[src/rtl/hot_cold_game_n.sv]
// Hot/cold guessing game core: a free-running hex counter is frozen into a hidden target,
// then keypad guesses are judged as correct, closer or farther than the previous guess.
module hot_cold_game_n #(
    parameter int DIGITS    = 2,
    parameter int TICK_DIV  = 50000000,
    parameter int MAX_TRIES = 8
) (
    input  logic                clk,
    input  logic                rst,
    input  logic                stop,
    input  logic                show,
    input  logic                key_valid,
    input  logic [3:0]          key_code,
    output logic [4*DIGITS-1:0] disp_value,
    output logic [2:0]          digit_cnt,
    output logic                correct,
    output logic                closer,
    output logic                farther,
    output logic                lost,
    output logic [3:0]          tries,
    output logic [2:0]          state
);
    localparam int W  = 4 * DIGITS;
    localparam int PW = (TICK_DIV > 1) ? $clog2(TICK_DIV) : 1;

    typedef enum logic [2:0] {
        ROLL  = 3'd0,
        ENTRY = 3'd1,
        JUDGE = 3'd2,
        WON   = 3'd3,
        LOST  = 3'd4
    } state_t;

    state_t         state_reg, state_next;
    logic [W-1:0]   counter_reg, counter_next;
    logic [PW-1:0]  presc_reg, presc_next;
    logic [W-1:0]   target_reg, target_next;
    logic [W-1:0]   guess_reg, guess_next;
    logic [W-1:0]   prev_diff_reg, prev_diff_next;
    logic [2:0]     digit_cnt_reg, digit_cnt_next;
    logic [3:0]     tries_reg, tries_next;
    logic           have_prev_reg, have_prev_next;
    logic           correct_reg, correct_next;
    logic           closer_reg, closer_next;
    logic           farther_reg, farther_next;
    logic           lost_reg, lost_next;
    logic           stop_q_reg;

    logic           stop_rise;
    logic [W-1:0]   guess_shift;
    logic [W-1:0]   diff;

    assign stop_rise = stop & ~stop_q_reg;
    assign diff      = (guess_reg >= target_reg) ? (guess_reg - target_reg)
                                                 : (target_reg - guess_reg);

    // A single-digit guess has no upper digits to shift along.
    generate
        if (DIGITS == 1) begin : g_shift_one
            assign guess_shift = key_code;
        end else begin : g_shift_multi
            assign guess_shift = {guess_reg[W-5:0], key_code};
        end
    endgenerate

    always_ff @(posedge clk) begin
        if (rst) begin
            state_reg     <= ROLL;
            counter_reg   <= '0;
            presc_reg     <= '0;
            target_reg    <= '0;
            guess_reg     <= '0;
            prev_diff_reg <= '0;
            digit_cnt_reg <= '0;
            tries_reg     <= '0;
            have_prev_reg <= 1'b0;
            correct_reg   <= 1'b0;
            closer_reg    <= 1'b0;
            farther_reg   <= 1'b0;
            lost_reg      <= 1'b0;
            stop_q_reg    <= 1'b1;
        end else begin
            state_reg     <= state_next;
            counter_reg   <= counter_next;
            presc_reg     <= presc_next;
            target_reg    <= target_next;
            guess_reg     <= guess_next;
            prev_diff_reg <= prev_diff_next;
            digit_cnt_reg <= digit_cnt_next;
            tries_reg     <= tries_next;
            have_prev_reg <= have_prev_next;
            correct_reg   <= correct_next;
            closer_reg    <= closer_next;
            farther_reg   <= farther_next;
            lost_reg      <= lost_next;
            stop_q_reg    <= stop;
        end
    end

    always_comb begin
        state_next     = state_reg;
        counter_next   = counter_reg;
        presc_next     = presc_reg;
        target_next    = target_reg;
        guess_next     = guess_reg;
        prev_diff_next = prev_diff_reg;
        digit_cnt_next = digit_cnt_reg;
        tries_next     = tries_reg;
        have_prev_next = have_prev_reg;
        correct_next   = correct_reg;
        closer_next    = closer_reg;
        farther_next   = farther_reg;
        lost_next      = lost_reg;

        unique case (state_reg)
            ROLL: begin
                if (presc_reg == PW'(TICK_DIV - 1)) begin
                    presc_next   = '0;
                    counter_next = counter_reg + W'(1);
                end else begin
                    presc_next = presc_reg + PW'(1);
                end
                // Capture the value on display now, not the post-tick value.
                if (stop_rise) begin
                    target_next = counter_reg;
                    state_next  = ENTRY;
                end
            end
            ENTRY: begin
                if (key_valid) begin
                    guess_next     = guess_shift;
                    digit_cnt_next = digit_cnt_reg + 3'd1;
                    if (digit_cnt_reg + 3'd1 == 3'(DIGITS)) begin
                        state_next = JUDGE;
                    end
                end
            end
            JUDGE: begin
                tries_next     = tries_reg + 4'd1;
                correct_next   = (diff == '0);
                closer_next    = have_prev_reg && (diff < prev_diff_reg) && (diff != '0);
                farther_next   = have_prev_reg && (diff > prev_diff_reg);
                prev_diff_next = diff;
                have_prev_next = 1'b1;
                guess_next     = '0;
                digit_cnt_next = '0;
                if (diff == '0) begin
                    state_next = WON;
                end else if (tries_reg + 4'd1 == 4'(MAX_TRIES)) begin
                    lost_next  = 1'b1;
                    state_next = LOST;
                end else begin
                    state_next = ENTRY;
                end
            end
            WON, LOST: begin
                state_next = state_reg;
            end
            default: begin
                state_next = ROLL;
            end
        endcase
    end

    always_comb begin
        unique case (state_reg)
            ROLL:        disp_value = counter_reg;
            ENTRY, JUDGE: disp_value = show ? target_reg : guess_reg;
            default:     disp_value = target_reg;
        endcase
    end

    assign digit_cnt = digit_cnt_reg;
    assign correct   = correct_reg;
    assign closer    = closer_reg;
    assign farther   = farther_reg;
    assign lost      = lost_reg;
    assign tries     = tries_reg;
    assign state     = state_reg;
endmodule

[config.mk]
export PLATFORM = sky130hd
export DESIGN_NAME = hot_cold_game_n
export DESIGN_NICKNAME = d
export VERILOG_FILES = /design/src/rtl/hot_cold_game_n.sv
export SDC_FILE = /design/constraint.sdc
export NUM_CORES = 1
export LEC_CHECK = 0
export BUFFER_PORTS_ARGS = -buffer_cell sky130_fd_sc_hd__buf_4
export CAP_MARGIN = 20
export CORE_MARGIN = 2
export CORE_UTILIZATION = 30
export CTS_CLUSTER_SIZE = 28
export DETAILED_ROUTE_END_ITERATION = 10
export GPL_ROUTABILITY_DRIVEN = 0
export SYNTH_ARGS = -nofsm -noshare
export SYNTH_HDL_FRONTEND = slang
export SYNTH_SLANG_ARGS = --single-unit
[constraint.sdc]
create_clock -name clk -period 5.8 [get_ports clk]
set_input_delay 0.58 -clock clk [delete_from_list [all_inputs] [get_ports clk]]
set_output_delay 0.58 -clock clk [all_outputs]
set_load 0.01 [all_outputs]
==> summary.md <==
| Metric | Value |
|---|---|
| Die height | 123 um |
| Core Region | 13900 um^2 |
| Cells after Synth | 507 |
| Crit start category | flip-flop |
| Max IR drop VDD | 0.000193 V |
| Cts repair resizes | 0 |
| # diodes | 0 |
| Hold Crit Start | stop |
| HPWL Detailed | 7.19 mm |
| Pin count of the biggest net entering global routing | 53 |
| Commonest cells after routing, fill and taps aside | nor2_1, dfxtp_1, inv_1 |
| # IOs | 31 |
| # setup viols final | 0 |
| Area grow syn2layout | 16.9% |
| Max stage delay on crit path | 580 ps |
| Mapped cell area | 4270 um^2 |
| Wire length per cell | 13.9 um |
| Final-stage net count | 570 |
| First-pass GRT wire length | 16.5 mm |
| Ys async rst share | 0% |
| Worst EP arrival | 4230 ps |
| Commonest non-fill, non-tap cell in the layout | nor2_1 |
| DR pass1 iterations | 5 |
| Clk root buf | clkbuf_16 |
| Adder-cell area share of the yosys netlist | 9.14% |
| Initial Utilization | 30.8% |
| CTS sink count | 74 |
| Antenna viol nets, final | 0 |
| Layout cells sized above 1 | 12.9% |
| Vias in the first global route | 3388 |
| Fin. Hold Viols | 0 |
| Worst Path Max Fanout | 14 |
| # Max-Cap Violations | 0 |
| Pwr Density | 264 nW/um^2 |
| Die area | 15200 um^2 |
| Die width | 123 um |
| Crit share post-route | 68.6% |
| DRC | 0 |
| GR Util All Layers | 13.9% |
| Setup Fix Bufs, Post-CTS | 0 |
| Pins Over Slew Limit | 0 |
| Setup TNS | 0 ps |
| Compound-Gate Fraction of Synth Area | 15.1% |
| Dominant cell type by area after synthesis | dfxtp_1 |
| Largest register FFs | 26 |
| Clock Tree Buf Depth | 2 |
| Status | finished clean |
| Hold Path Class | input port to flip-flop |
| Number of cell rows | 43 |
| Vias | 3633 |
| Post-Synth XOR/XNOR Area | 7.79% |
| Seq cells post-synth | 74 |
| Number of synthesized flops with an enable pin | 0 |
| Hold buffers post-CTS | 0 |
| Cts bufs inserted | 9 |
| Worst slew margin | 39.1% |
| CTS tree | yes |
| Synth top area share | 34.7% |
| Largest cells by area after synthesis | dfxtp_1, ha_1, nor2_1, xor2_1, inv_1 |
| Internal | 0.000977 W |
| Distinct cells, synth | 64 |
| Largest family of logic cells by synthesized area | simple AND/OR/NAND/NOR gates |
| Clock transition time at the flip-flop clock pins of the worst setup and hold paths | 60 ps |
| Buffers on Ports | 30 |
| Switch share | 25.9% |
| NetSw | 0.000341 W |
| Syn avg cell area | 8.43 um^2 |
| Nature of the critical path endpoint | flip-flop |
| Worst skew pair latency | 350 ps |
| Worst Setup SP | target_reg[2] |
| Clk pwr share | 47.5% |
| Seq pwr share | 40.0% |
| CP max stage cell | ha_1 |
| Pwr Total | 0.00132 W |
| Delay-heaviest family, CP | compound AO/OA/AOI/OAI gates |
| Syn_nets | 546 |
| Via/cell ratio | 5.07 |
| Initial antenna violation count | 0 |
| Worst EP required | 6060 ps |
| Global route overflow | 0 |
| Fin crit period | 3980 ps |
| Syn. warnings | 0 |
| CP cell instances | inv_1, ha_1, nand4_1, a31oi_1, nor2_1, mux2i_1, xnor2_1, inv_1, ha_1, and3_1, nand3_1, nor3_1, o21a_1, a2111oi_4, nand2_1, o32ai_2 |
| Buffer and inverter count on the worst path | 2 |
| Hold_ws | 437 ps |
| F_max | 251 MHz |
| Top FF cell, synth | dfxtp_1 |
| Worst-margin pin slew | 914 ps |
| RSZ-0062 raised after global routing | no |
| Leakage | 2.14 nW |
| Initial drt markers | 252 |
| Post-Route WL | 9.97 mm |
| Reg-to-reg startpoint | target_reg[2] |
| Crit Path Class | flip-flop to flip-flop |
| Synth Area in Simple Gates | 24.4% |
| Multiplexer share of the synthesized area | 3.54% |
| Clock Skew | 9.61 ps |
| Register area share after synthesis | 34.7% |
| Combinational power share | 12.5% |
| H-tree levels | 3 |
## cells by family (layout without fill, tap and decap cells)
group / Yosys count / count (layout)
xor gates and xnor gates: 38 / 38
buffers and inverters: 59 / 88
AOI/OAI and AO/OA: 88 / 88
adders and majority gates: 30 / 30
muxes: 15 / 15
DFF: 74 / 74
and+or+nand+nor: 203 / 203
## per-layer routing
metal | share of wire, % | GRT usage [%]
met2 | 48 | 22.9
met1 | 47 | 18.0
met3 | 4.2 | 3.78
met4 | 0.60 | 3.27
met5 | 0 | 0
## Yosys cell counts (all sizes together), types with 6 or more instances
library cell / count
dfxtp: 74
mux2i: 14
ha: 28
nor3: 8
nand2: 34
a21o: 9
inv: 39
a21oi: 18
and4: 7
xor2: 26
nand4: 10
nand3: 13
or3: 6
and3: 13
a22oi: 8
o21ai: 13
nor2: 82
a211oi: 6
a222oi: 8
clkbuf: 15
xnor2: 12
## power by group through the flow
| stage | clock (W) | combinational, W | sequential (W) |
|---|---|---|---|
| 3_3_place_gp | 0 | 0.000159 | 0.000538 |
| 3_5_place_dp | 0 | 0.000163 | 0.000539 |
| 6_report | 0.000626 | 0.000165 | 0.000527 |
| 5_1_grt | 0.000662 | 0.000182 | 0.000528 |
| 2_1_floorplan | 0 | 0.000123 | 0.000535 |
| 4_1_cts | 0.000640 | 0.000164 | 0.000527 |
## stage by stage
stage,util [%],std cells,worst slack [ps],area (um^2)
after floorplan,-,507,2400,4270
after global placement,33.5,699,2080,4650
after detailed placement,33.5,699,1880,4650
after CTS,35.9,715,1850,4990
after global routing,36.0,716,1540,4990
final,36.0,716,1820,4990
## worst register-to-register path: stages (launching register included)
cell       delay, ps
dfxtp_1          360
inv_1             60
ha_1             580
nand4_1          190
a31oi_1          370
nor2_1           170
mux2i_1          170
xnor2_1          320
inv_1             80
ha_1             290
and3_1           200
nand3_1          200
nor3_1            80
o21a_1           150
a2111oi_4        260
nand2_1          130
o32ai_2          260
## layout make-up
| class | count | area, um^2 |
|---|---|---|
| fillers | 1422 | 8890 |
| multi-input cells | 374 | 2560 |
| repair buffers | 33 | 248 |
| flip-flops and latches | 74 | 1480 |
| inverters | 39 | 146 |
| clock inverters | 6 | 95.1 |
| clock buffers | 10 | 239 |
| well taps | 180 | 225 |
## path summary, 6_finish.rpt
kind | cells past startpoint | slack [ps] | to
worst max-delay path | 16 | 1820 | closer
worst min-delay path | 2 | 440 | stop_q_reg
worst max register to register | 16 | 1820 | closer
worst min register to register | 2 | 460 | have_prev_reg
No activity file was read; power rests on OpenSTA's default activity.
